**src/rtl/bomberman_pkg.sv**
```systemverilog
// Shared types and widths for the bomb scheduling logic.
// BLAST_RANGE and in_blast_reach() are only used when CHAIN_REACTION_EN is defined.
package bomberman_pkg;

    localparam int SLOT_IDX_W  = 3;
    localparam int TILE_W      = 4;
    localparam int TIMER_W     = 8;
    localparam int BLAST_RANGE = 2;

    typedef enum logic [1:0] {
        SLOT_IDLE  = 2'd0,
        SLOT_FUSE  = 2'd1,
        SLOT_BLAST = 2'd2
    } slot_state_t;

    // True when tile b lies in the same row or column as tile a within BLAST_RANGE.
    function automatic logic in_blast_reach(input logic [TILE_W-1:0] ax,
                                            input logic [TILE_W-1:0] ay,
                                            input logic [TILE_W-1:0] bx,
                                            input logic [TILE_W-1:0] by);
        logic [TILE_W-1:0] dx;
        logic [TILE_W-1:0] dy;
        dx = (ax > bx) ? (ax - bx) : (bx - ax);
        dy = (ay > by) ? (ay - by) : (by - ay);
        return ((ay == by) && (dx <= TILE_W'(BLAST_RANGE))) ||
               ((ax == bx) && (dy <= TILE_W'(BLAST_RANGE)));
    endfunction

endpackage

```
**src/rtl/bomb_slot.sv**
```systemverilog
// One bomb slot: IDLE -> FUSE -> BLAST -> IDLE, with its own tick-driven timer.
module bomb_slot
    import bomberman_pkg::*;
#(
    parameter int FUSE_TICKS  = 180,
    parameter int BLAST_TICKS = 30
) (
    input  logic              clock,
    input  logic              reset,
    input  logic              clear,
    input  logic              tick_en,
    input  logic              grant,
    input  logic              force_one,
    input  logic [TILE_W-1:0] grant_x,
    input  logic [TILE_W-1:0] grant_y,
    input  logic              grant_owner,
    output slot_state_t       state,
    output logic [TILE_W-1:0] tile_x,
    output logic [TILE_W-1:0] tile_y,
    output logic              owner,
    output logic              blast_pulse
);

    slot_state_t        state_next;
    logic [TIMER_W-1:0] timer;
    logic [TIMER_W-1:0] timer_next;
    logic [TILE_W-1:0]  tile_x_next;
    logic [TILE_W-1:0]  tile_y_next;
    logic               owner_next;
    logic               pulse_next;

    // A forced fuse takes precedence over a coincident tick so the chained bomb
    // still waits for the following tick before exploding.
    always_comb begin
        state_next  = state;
        timer_next  = timer;
        tile_x_next = tile_x;
        tile_y_next = tile_y;
        owner_next  = owner;
        pulse_next  = 1'b0;
        if (clear) begin
            state_next  = SLOT_IDLE;
            timer_next  = '0;
            tile_x_next = '0;
            tile_y_next = '0;
            owner_next  = 1'b0;
        end else begin
            case (state)
                SLOT_IDLE: begin
                    if (grant) begin
                        state_next  = SLOT_FUSE;
                        timer_next  = TIMER_W'(FUSE_TICKS);
                        tile_x_next = grant_x;
                        tile_y_next = grant_y;
                        owner_next  = grant_owner;
                    end
                end
                SLOT_FUSE: begin
                    if (force_one) begin
                        timer_next = TIMER_W'(1);
                    end else if (tick_en) begin
                        if (timer == TIMER_W'(1)) begin
                            state_next = SLOT_BLAST;
                            timer_next = TIMER_W'(BLAST_TICKS);
                            pulse_next = 1'b1;
                        end else begin
                            timer_next = timer - TIMER_W'(1);
                        end
                    end
                end
                SLOT_BLAST: begin
                    if (tick_en) begin
                        if (timer == TIMER_W'(1)) begin
                            state_next = SLOT_IDLE;
                            timer_next = '0;
                        end else begin
                            timer_next = timer - TIMER_W'(1);
                        end
                    end
                end
                default: begin
                    state_next = SLOT_IDLE;
                    timer_next = '0;
                end
            endcase
        end
    end

    always_ff @(posedge clock or negedge reset) begin
        if (!reset) begin
            state       <= SLOT_IDLE;
            timer       <= '0;
            tile_x      <= '0;
            tile_y      <= '0;
            owner       <= 1'b0;
            blast_pulse <= 1'b0;
        end else begin
            state       <= state_next;
            timer       <= timer_next;
            tile_x      <= tile_x_next;
            tile_y      <= tile_y_next;
            owner       <= owner_next;
            blast_pulse <= pulse_next;
        end
    end

endmodule

```
**src/rtl/bomb_scheduler.sv**
```systemverilog
// Bomb slot pool: arbitrates P1/P2 placements, runs slot timers, exposes a read port.
// Define CHAIN_REACTION_EN to let a new blast force nearby fuses to explode on the next tick.
module bomb_scheduler
    import bomberman_pkg::*;
#(
    parameter int NUM_BOMBS      = 6,
    parameter int FUSE_TICKS     = 180,
    parameter int BLAST_TICKS    = 30,
    parameter int MAX_PER_PLAYER = 3
) (
    input  logic                  clock,
    input  logic                  reset,
    input  logic                  tick,
    input  logic                  enable,
    input  logic                  clear,
    input  logic                  p1_place,
    input  logic                  p2_place,
    input  logic [TILE_W-1:0]     p1_tile_x,
    input  logic [TILE_W-1:0]     p1_tile_y,
    input  logic [TILE_W-1:0]     p2_tile_x,
    input  logic [TILE_W-1:0]     p2_tile_y,
    output logic                  p1_ack,
    output logic                  p1_nack,
    output logic                  p2_ack,
    output logic                  p2_nack,
    input  logic [SLOT_IDX_W-1:0] rd_id,
    output logic                  rd_active,
    output logic                  rd_exploding,
    output logic                  rd_owner,
    output logic [TILE_W-1:0]     rd_tile_x,
    output logic [TILE_W-1:0]     rd_tile_y,
    output logic [NUM_BOMBS-1:0]  blast_mask,
    output logic [1:0]            p1_count,
    output logic [1:0]            p2_count
);

    localparam logic [1:0] MAX_CNT = 2'(MAX_PER_PLAYER);

    slot_state_t       slot_state  [NUM_BOMBS];
    logic [TILE_W-1:0] slot_x      [NUM_BOMBS];
    logic [TILE_W-1:0] slot_y      [NUM_BOMBS];
    logic              slot_owner  [NUM_BOMBS];
    logic [TILE_W-1:0] grant_x     [NUM_BOMBS];
    logic [TILE_W-1:0] grant_y     [NUM_BOMBS];
    logic              grant_owner [NUM_BOMBS];
    logic [NUM_BOMBS-1:0] slot_grant;
    logic [NUM_BOMBS-1:0] force_vec;

    logic [1:0]            p1_cnt, p2_cnt;
    logic                  have_idle0, have_idle1;
    logic [SLOT_IDX_W-1:0] idle0, idle1;
    logic                  p1_tile_live, p2_tile_live;
    logic                  p1_ok, p2_ok, same_tile;
    logic                  grant1, grant2, flip;
    logic [SLOT_IDX_W-1:0] slot1, slot2;
    logic                  prio_p2;

    // Occupancy summary of the registered slot state: counts, free slots, tile clashes.
    always_comb begin
        p1_cnt       = '0;
        p2_cnt       = '0;
        have_idle0   = 1'b0;
        have_idle1   = 1'b0;
        idle0        = '0;
        idle1        = '0;
        p1_tile_live = 1'b0;
        p2_tile_live = 1'b0;
        for (int i = 0; i < NUM_BOMBS; i++) begin
            if (slot_state[i] == SLOT_IDLE) begin
                if (!have_idle0) begin
                    have_idle0 = 1'b1;
                    idle0      = SLOT_IDX_W'(i);
                end else if (!have_idle1) begin
                    have_idle1 = 1'b1;
                    idle1      = SLOT_IDX_W'(i);
                end
            end else begin
                if (slot_owner[i]) p2_cnt = p2_cnt + 2'd1;
                else               p1_cnt = p1_cnt + 2'd1;
                if (slot_x[i] == p1_tile_x && slot_y[i] == p1_tile_y) p1_tile_live = 1'b1;
                if (slot_x[i] == p2_tile_x && slot_y[i] == p2_tile_y) p2_tile_live = 1'b1;
            end
        end
    end

    // Two acceptable requests share the pool unless they collide on tile or free slots.
    always_comb begin
        p1_ok     = p1_place && enable && (p1_cnt < MAX_CNT) && !p1_tile_live && have_idle0;
        p2_ok     = p2_place && enable && (p2_cnt < MAX_CNT) && !p2_tile_live && have_idle0;
        same_tile = (p1_tile_x == p2_tile_x) && (p1_tile_y == p2_tile_y);
        grant1    = 1'b0;
        grant2    = 1'b0;
        slot1     = idle0;
        slot2     = idle0;
        flip      = 1'b0;
        if (p1_ok && p2_ok) begin
            if (!same_tile && have_idle1) begin
                grant1 = 1'b1;
                grant2 = 1'b1;
                if (prio_p2) slot1 = idle1;
                else         slot2 = idle1;
            end else begin
                flip = 1'b1;
                if (prio_p2) grant2 = 1'b1;
                else         grant1 = 1'b1;
            end
        end else begin
            grant1 = p1_ok;
            grant2 = p2_ok;
        end
    end

    always_comb begin
        for (int i = 0; i < NUM_BOMBS; i++) begin
            slot_grant[i]  = (grant1 && slot1 == SLOT_IDX_W'(i)) ||
                             (grant2 && slot2 == SLOT_IDX_W'(i));
            grant_owner[i] = !(grant1 && slot1 == SLOT_IDX_W'(i));
            grant_x[i]     = grant_owner[i] ? p2_tile_x : p1_tile_x;
            grant_y[i]     = grant_owner[i] ? p2_tile_y : p1_tile_y;
        end
    end

`ifdef CHAIN_REACTION_EN
    // Slots that blasted last edge still hold their tile, so reach is measured from there.
    always_comb begin
        force_vec = '0;
        for (int i = 0; i < NUM_BOMBS; i++) begin
            for (int j = 0; j < NUM_BOMBS; j++) begin
                if (slot_state[i] == SLOT_FUSE && blast_mask[j] &&
                    in_blast_reach(slot_x[j], slot_y[j], slot_x[i], slot_y[i])) begin
                    force_vec[i] = 1'b1;
                end
            end
        end
    end
`else
    assign force_vec = '0;
`endif

    for (genvar g = 0; g < NUM_BOMBS; g++) begin : g_slot
        bomb_slot #(
            .FUSE_TICKS (FUSE_TICKS),
            .BLAST_TICKS(BLAST_TICKS)
        ) u_slot (
            .clock      (clock),
            .reset      (reset),
            .clear      (clear),
            .tick_en    (tick && enable),
            .grant      (slot_grant[g]),
            .force_one  (force_vec[g]),
            .grant_x    (grant_x[g]),
            .grant_y    (grant_y[g]),
            .grant_owner(grant_owner[g]),
            .state      (slot_state[g]),
            .tile_x     (slot_x[g]),
            .tile_y     (slot_y[g]),
            .owner      (slot_owner[g]),
            .blast_pulse(blast_mask[g])
        );
    end

    // A clear on the request cycle suppresses both ack and nack.
    always_ff @(posedge clock or negedge reset) begin
        if (!reset) begin
            p1_ack  <= 1'b0;
            p1_nack <= 1'b0;
            p2_ack  <= 1'b0;
            p2_nack <= 1'b0;
            prio_p2 <= 1'b0;
        end else if (clear) begin
            p1_ack  <= 1'b0;
            p1_nack <= 1'b0;
            p2_ack  <= 1'b0;
            p2_nack <= 1'b0;
            prio_p2 <= 1'b0;
        end else begin
            p1_ack  <= grant1;
            p1_nack <= p1_place && !grant1;
            p2_ack  <= grant2;
            p2_nack <= p2_place && !grant2;
            if (flip) prio_p2 <= !prio_p2;
        end
    end

    always_comb begin
        rd_active    = 1'b0;
        rd_exploding = 1'b0;
        rd_owner     = 1'b0;
        rd_tile_x    = '0;
        rd_tile_y    = '0;
        for (int i = 0; i < NUM_BOMBS; i++) begin
            if (rd_id == SLOT_IDX_W'(i)) begin
                rd_active    = (slot_state[i] != SLOT_IDLE);
                rd_exploding = (slot_state[i] == SLOT_BLAST);
                rd_owner     = slot_owner[i];
                rd_tile_x    = slot_x[i];
                rd_tile_y    = slot_y[i];
            end
        end
    end

    assign p1_count = p1_cnt;
    assign p2_count = p2_cnt;

endmodule

```
**config.mk**
```make
export PLATFORM = sky130hd
export DESIGN_NAME = bomb_scheduler
export DESIGN_NICKNAME = d
export VERILOG_FILES = /design/src/rtl/bomberman_pkg.sv /design/src/rtl/bomb_slot.sv /design/src/rtl/bomb_scheduler.sv
export SDC_FILE = /design/constraint.sdc
export NUM_CORES = 1
export LEC_CHECK = 0
export BUFFER_PORTS_ARGS = -buffer_cell sky130_fd_sc_hd__buf_2
export CAP_MARGIN = 15
export CELL_PAD_IN_SITES_DETAIL_PLACEMENT = 0
export CELL_PAD_IN_SITES_GLOBAL_PLACEMENT = 1
export CORE_MARGIN = 1
export CORE_UTILIZATION = 29
export DETAILED_ROUTE_END_ITERATION = 16
export PLACE_DENSITY_LB_ADDON = 0.1
export SLEW_MARGIN = 10
export SYNTH_ARGS = -nofsm -noshare
export SYNTH_HDL_FRONTEND = slang
export SYNTH_SLANG_ARGS = --single-unit
```
**constraint.sdc**
```tcl
create_clock -name clock -period 4.42 [get_ports clock]
set_input_delay 0.442 -clock clock [delete_from_list [all_inputs] [get_ports clock]]
set_output_delay 0.442 -clock clock [all_outputs]
set_load 0.005 [all_outputs]
```
Word level (Yosys, flattened, before mapping):

Cells that the tools add are included.

* bits in registers: 125
* input bits: 26
* output and inout port bits: 25
* word-level logic and storage cells: 562

* add/sub/neg operators: 16
* order comparisons: 2
* equality and inequality tests: 89
* mux-type cells: 312
* reduce and logical (&&, ||, !) cells: 102

Operator list (count)
* two-way mux 8 bit: 36
* two-way mux 4 bit: 60
* one-hot mux 8 bit (3 select lines): 6
* two-way mux 1 bit: 121
* two-way mux 2 bit: 57
* equality test 4 bit: 26
* two-way mux 3 bit: 26
* != test 3 x 2 -> 1 bit (second input constant): 25
* equality test 8 x 1 -> 1 bit (second input constant): 6
* subtractor 8 x 1 -> 8 bit (second input constant): 6
* logical AND 1 bit: 38
* nonzero test 2 bit: 19
* one-hot mux 2 bit (3 select lines): 6
* AND reduction 5 bit: 6
* adder 2 x 1 -> 2 bit (second input constant): 10
* equality test 3 x 2 -> 1 bit (second input constant): 6
* equality test 3 bit (second input constant): 6
* AND reduction 3 bit: 6
* != test 3 bit (second input constant): 5
* equality test 2 x 1 -> 1 bit (second input constant): 6
* equality test 2 bit (second input constant): 6
* zero test 1 bit: 12
* zero test 2 bit: 6
* AND reduction 2 bit: 6
* 4 further kinds: 14

Longest topological paths before layout:

* depth in word-level cells: 29
* depth in mapped cells: 19
* mapped depth without buffers: 13

Cells and area by module:

From an unflattened synthesis, not the netlist that was laid out.

* cell total of the unflattened synthesis: 1288
* area total of the unflattened synthesis: 10752.8 µm²

Modules (own cells, without submodules)
* bomb_slot: times used 6, cells an instance 131, area an instance 1149.9 µm², seq. area each 500.5 µm²
* bomb_scheduler: times used 1, cells an instance 502, area an instance 3853.7 µm², seq. area each 125.1 µm²

Worst setup path before layout:

OpenSTA, ideal clock, no wires.

* kind: reg2reg
* start point: reg g_slot[0].u_slot.state[1]
* end point: reg g_slot[5].u_slot.timer[6]
* library setup time: 0.135 ns
* arrival time: 4.155 ns
* required time: 4.285 ns
* path slack: 0.130 ns
* stages on the path, launching flop included: 19
* clock period less this slack: 4.290 ns
* path through: dfrtp_1 buf_2 nor2_1 buf_2 inv_1 ha_1 clkbuf_1 o21ai_2 or4_1 nand3_1 or4_1 clkbuf_1 a2111oi_4 mux2_4 nor3b_2 o41a_2 buf_4 mux2i_1 o21ai_0

* cells in the longest elaborated chain, start to end: 28
* elaborated cells between the ends (all ways): 124

RTL lines
* start, declared: RTL line bomb_slot.sv:17 `output slot_state_t state,`
* start signal, assigned: RTL line bomb_slot.sv:98 `state <= state_next;`
* zero test 2 bit (*): RTL line bomb_scheduler.sv:69 `if (slot_state[i] == SLOT_IDLE) begin`
* two-way mux 2 bit / two-way mux 1 bit (equally long branches): RTL line bomb_scheduler.sv:69
* adder 2 x 1 -> 2 bit, on equally long branches: RTL line bomb_scheduler.sv:79, bomb_scheduler.sv:78
* two-way mux 2 bit: RTL line bomb_scheduler.sv:78 `if (slot_owner[i]) p2_cnt = p2_cnt + 2'd1;`
* two-way mux 2 bit: RTL line bomb_scheduler.sv:69
* adder 2 x 1 -> 2 bit, on equally long branches: RTL line bomb_scheduler.sv:79, bomb_scheduler.sv:78
* two-way mux 2 bit: RTL line bomb_scheduler.sv:78
* two-way mux 2 bit: RTL line bomb_scheduler.sv:69
* [10 not listed]
* logical AND 1 bit, on equally long branches (3 in a row): RTL line bomb_scheduler.sv:88, bomb_scheduler.sv:89
* logical AND 1 bit: RTL line bomb_scheduler.sv:96 `if (p1_ok && p2_ok) begin`
* two-way mux 3 bit: RTL line bomb_scheduler.sv:96
* equality test 3 bit, on equally long branches: RTL line bomb_scheduler.sv:115, bomb_scheduler.sv:116
* logical AND 1 bit, on equally long branches: RTL line bomb_scheduler.sv:115, bomb_scheduler.sv:116
* logical OR 1 bit (*): RTL line bomb_scheduler.sv:115 `slot_grant[i] = (grant1 && slot1 == SLOT_IDX_W'(i)) ||`
* != test 3 x 2 -> 1 bit (no line) (*)
* AND reduction 3 bit (no line) (*)
* end signal, assigned: RTL line bomb_slot.sv:99 `timer <= timer_next;`
* end, declared: RTL line bomb_slot.sv:25 `logic [TIMER_W-1:0] timer;`

Mark *: on every way between the ends. The rest lies on a longest branch, timed or not.
A chain may end at the register's enable or synchronous reset.

Worst setup path in the final report:

* start point: reg g_slot[0].u_slot.state[1]
* end point: reg g_slot[5].u_slot.timer[4]

The elaborated chain is that of the path after synthesis.

==> summary.txt <==
Worst slew margin = 36.5%
Vias/cell = 5.50
crit path buf inv count = 1
CP peak stage delay = 0.59 ns
status = finished with violations
Synth Cell Area = 10,300 um2
final hold violation count = 1
initial core utilization = 29.6%
DR WL/cell = 22.3 um
placed cell count = 1,703
total number of vias = 9,554
failing checks = hold timing
largest area contributor in the netlist = dfrtp_1
clk_lat worst skew = 0.45 ns
period utilization = 94.8%
Chip Width = 190 um
crit end category = flip-flop
Num CTS Buffers = 17
Mapped Cells = 1,218
top-count cell post-synth = dfrtp_1
Place WS = 0.193 ns
chip height = 190 um
vias in the first global route = 9,526
Worst Setup EP = g_slot[5].u_slot.timer[4]$_DFFE_PN0P_
Setup CP Type = reg -> reg
final worst setup slack = 0.231 ns
Post-synth top flop = dfrtp_1
port bufs = 50
syn_area_per_cell = 8.43 um2
kind of cell adding the most delay to the critical path = compound AO/OA/AOI/OAI gates
Final Max Slew Viols = 0
VDD IR max = 0.273 mV
RSZ-0062 raised after global routing = yes
Finish-stage setup viols = 0
ys async rst share = 100%
min cycle time layout = 4.19 ns
initial DRC count = 657
Final ANT Viol Nets = 0
Achievable Freq = 239 MHz
Yosys top cell area share = 30.5%
die area = 36,200 um2
Longest Clk Path Bufs = 2
core area = 34,700 um2
number of synthesized register bits = 125
Worst Setup SP = g_slot[0].u_slot.state[1]$_DFFE_PN0P_
Worst Path Required = 4.75 ns
WL final = 38,800 um
number of core rows = 68
Worst Setup Start Kind = flip-flop
global-route wire length before repair = 60,100 um
static leakage = 0.00493 uW
syn_nets = 1,262
Synth area leaders = dfrtp_1 30%, xnor2_1 5.9%, mux2i_1 5.1%
worst hold slack = -0.00347 ns
I/O Pins = 51
routability congestion estimate = 0.900
EDFF count, synth = 0
H-tree depth = 4
largest net degree at the start of global routing = 62
nets = 1,311
maximum capacitance violations = 0
sequential-to-total area share from yosys stat = 30.5%
Residual DRC = 0
CTS tree = yes
CP max-delay cell = o41a_2
FILL cells = 3,707
CTS clk-pin slew, worst paths = 0.06 ns
RR Endpoint = g_slot[5].u_slot.timer[4]$_DFFE_PN0P_
hold crit path type = in -> async
all-layer global routing usage = 22.1%
post-route setup TNS = 0 ns
GR Overflow Total = 0
Pre-Repair DR Iteration Count = 5
crit path max fanout = 13
final cell count without fillers = 1,736
Sink Count = 125
FF-to-FF setup slack = 0.23 ns
post-synth cell types = 89
commonest cells in the netlist = 125 x dfrtp_1, 123 x nor2_1, 94 x nand2_1, 69 x xnor2_1, 60 x a21oi_1
Crit path depth = 13
Total Power = 3630 uW
Pwr Density = 304 nW/um2
skew final = 0.0124 ns
worst-margin pin slew = 0.952 ns
crit path cell chain = o21ai_2 > inv_1 > ha_1 > o21ai_0 > o211ai_1 > a2bb2oi_1 > a311o_2 > a2111oi_2 > mux2i_1 > nor3b_4 > o41a_2 > o31a_1 > o22a_1
reg-to-reg startpoint = g_slot[0].u_slot.state[1]$_DFFE_PN0P_
Critical Path AT = 4.52 ns
clock root buffer = clkbuf_16
Synth Warn # = 0
initial antenna violation count = 1
Area Growth Syn to Fin = 16.0%
hpwl dp = 28,300 um
R2R cell count = 13
layout cell share with drive strength beyond 1 = 16.3%
-- repair_timing --
action,in CTS,in global routing
endpoints found under the setup margin,0,31
resized for setup,0,5
hold buffers,0,0
setup buffers,0,0
hold endpoints to repair,0,0
-- cells by family after synthesis --
| family | Yosys count | share of synthesized area, % |
|---|---|---|
| and+or+nand+nor | 428 | 20.5 |
| AOI/OAI and AO/OA | 337 | 23.8 |
| DFF | 125 | 30.5 |
| buffers and inverters | 120 | 5.13 |
| xor gates and xnor gates | 116 | 9.89 |
| muxes | 72 | 7.85 |
| adders and majority gates | 20 | 2.39 |
-- state kept, by name, indices dropped and copies added (netlist names) --
name and flops:
g_slot.u_slot.owner 6, g_slot.u_slot.state 12, prio_p2 1, p2_ack 1, g_slot.u_slot.tile_x 24, g_slot.u_slot.blast_pulse 6
p1_nack 1, g_slot.u_slot.timer 48, p2_nack 1, g_slot.u_slot.tile_y 24, p1_ack 1
-- per-stage QoR --
stage / utilization (%) / cell area (um2)
after floorplan: - / 10300
after global placement: 32.3 / 11200
after detailed placement: 32.3 / 11200
after CTS: 34.2 / 11900
after global routing: 34.3 / 11900
final: 34.3 / 11900
-- area by class of cell --
class	instances	area (um2)	share of cell area, %
multi-input cells	973	6650	55.8
flip-flops and latches	125	3130	26.3
repair buffers	121	805	6.75
well taps	455	569	4.78
clock buffers	21	460	3.86
clock inverters	11	189	1.59
inverters	29	109	0.914
diodes	1	2.50	0.0210
-- power by group --
part           switching (uW)  internal (uW)
clock                     583           1030
combinational             437            279
sequential               86.9           1210
-- layout by cell type, fill, tap and decap left out, drive strengths merged, types with 6 or more instances in the layout --
cell	count
a21o	7
o31ai	15
or2	11
o22a	10
and2	8
mux2	15
nor3b	9
mux2i	52
o221ai	6
or3	10
dfrtp	125
buf	121
xor2	47
nor2	123
a311oi	25
clkbuf	21
o211ai	13
a21oi	61
a22o	11
o22ai	7
xnor2	69
o21ai	62
nor4	26
nor2b	15
nor4b	7
nand3	32
inv	28
a2111oi	6
nor3	49
nand2	94
o21a	9
a31oi	23
a211oi	28
nand2b	8
ha	18
nand4	15
-- worst min-delay path by stage --
stage                     depth (start not counted)                                     end                                  start  slack, ns
final                                             1  g_slot[4].u_slot.blast_pulse$_DFF_PN0_                                  reset     -0.003
after detailed placement                          1   g_slot[5].u_slot.timer[5]$_DFFE_PN0P_  g_slot[5].u_slot.timer[5]$_DFFE_PN0P_       0.48
after CTS                                         1   g_slot[4].u_slot.timer[2]$_DFFE_PN0P_                                  reset       0.02
after global routing                              1   g_slot[4].u_slot.timer[2]$_DFFE_PN0P_                                  reset       0.05
after floorplan                                   0  g_slot[0].u_slot.blast_pulse$_DFF_PN0_                                  reset       0.15
after global placement                            1   g_slot[2].u_slot.timer[6]$_DFFE_PN0P_  g_slot[2].u_slot.timer[6]$_DFFE_PN0P_       0.48
-- per-layer routing --
layer  global-route usage, %  part of all wire, %  vias up
li1                        -                    -     4594
met2                    34.7                   46      229
met5                       0                    0        -
met1                    30.8                   48     4684
met3                    3.39                  3.8       47
met4                    7.26                  2.1        0
Power figures use the tool's default switching activity.
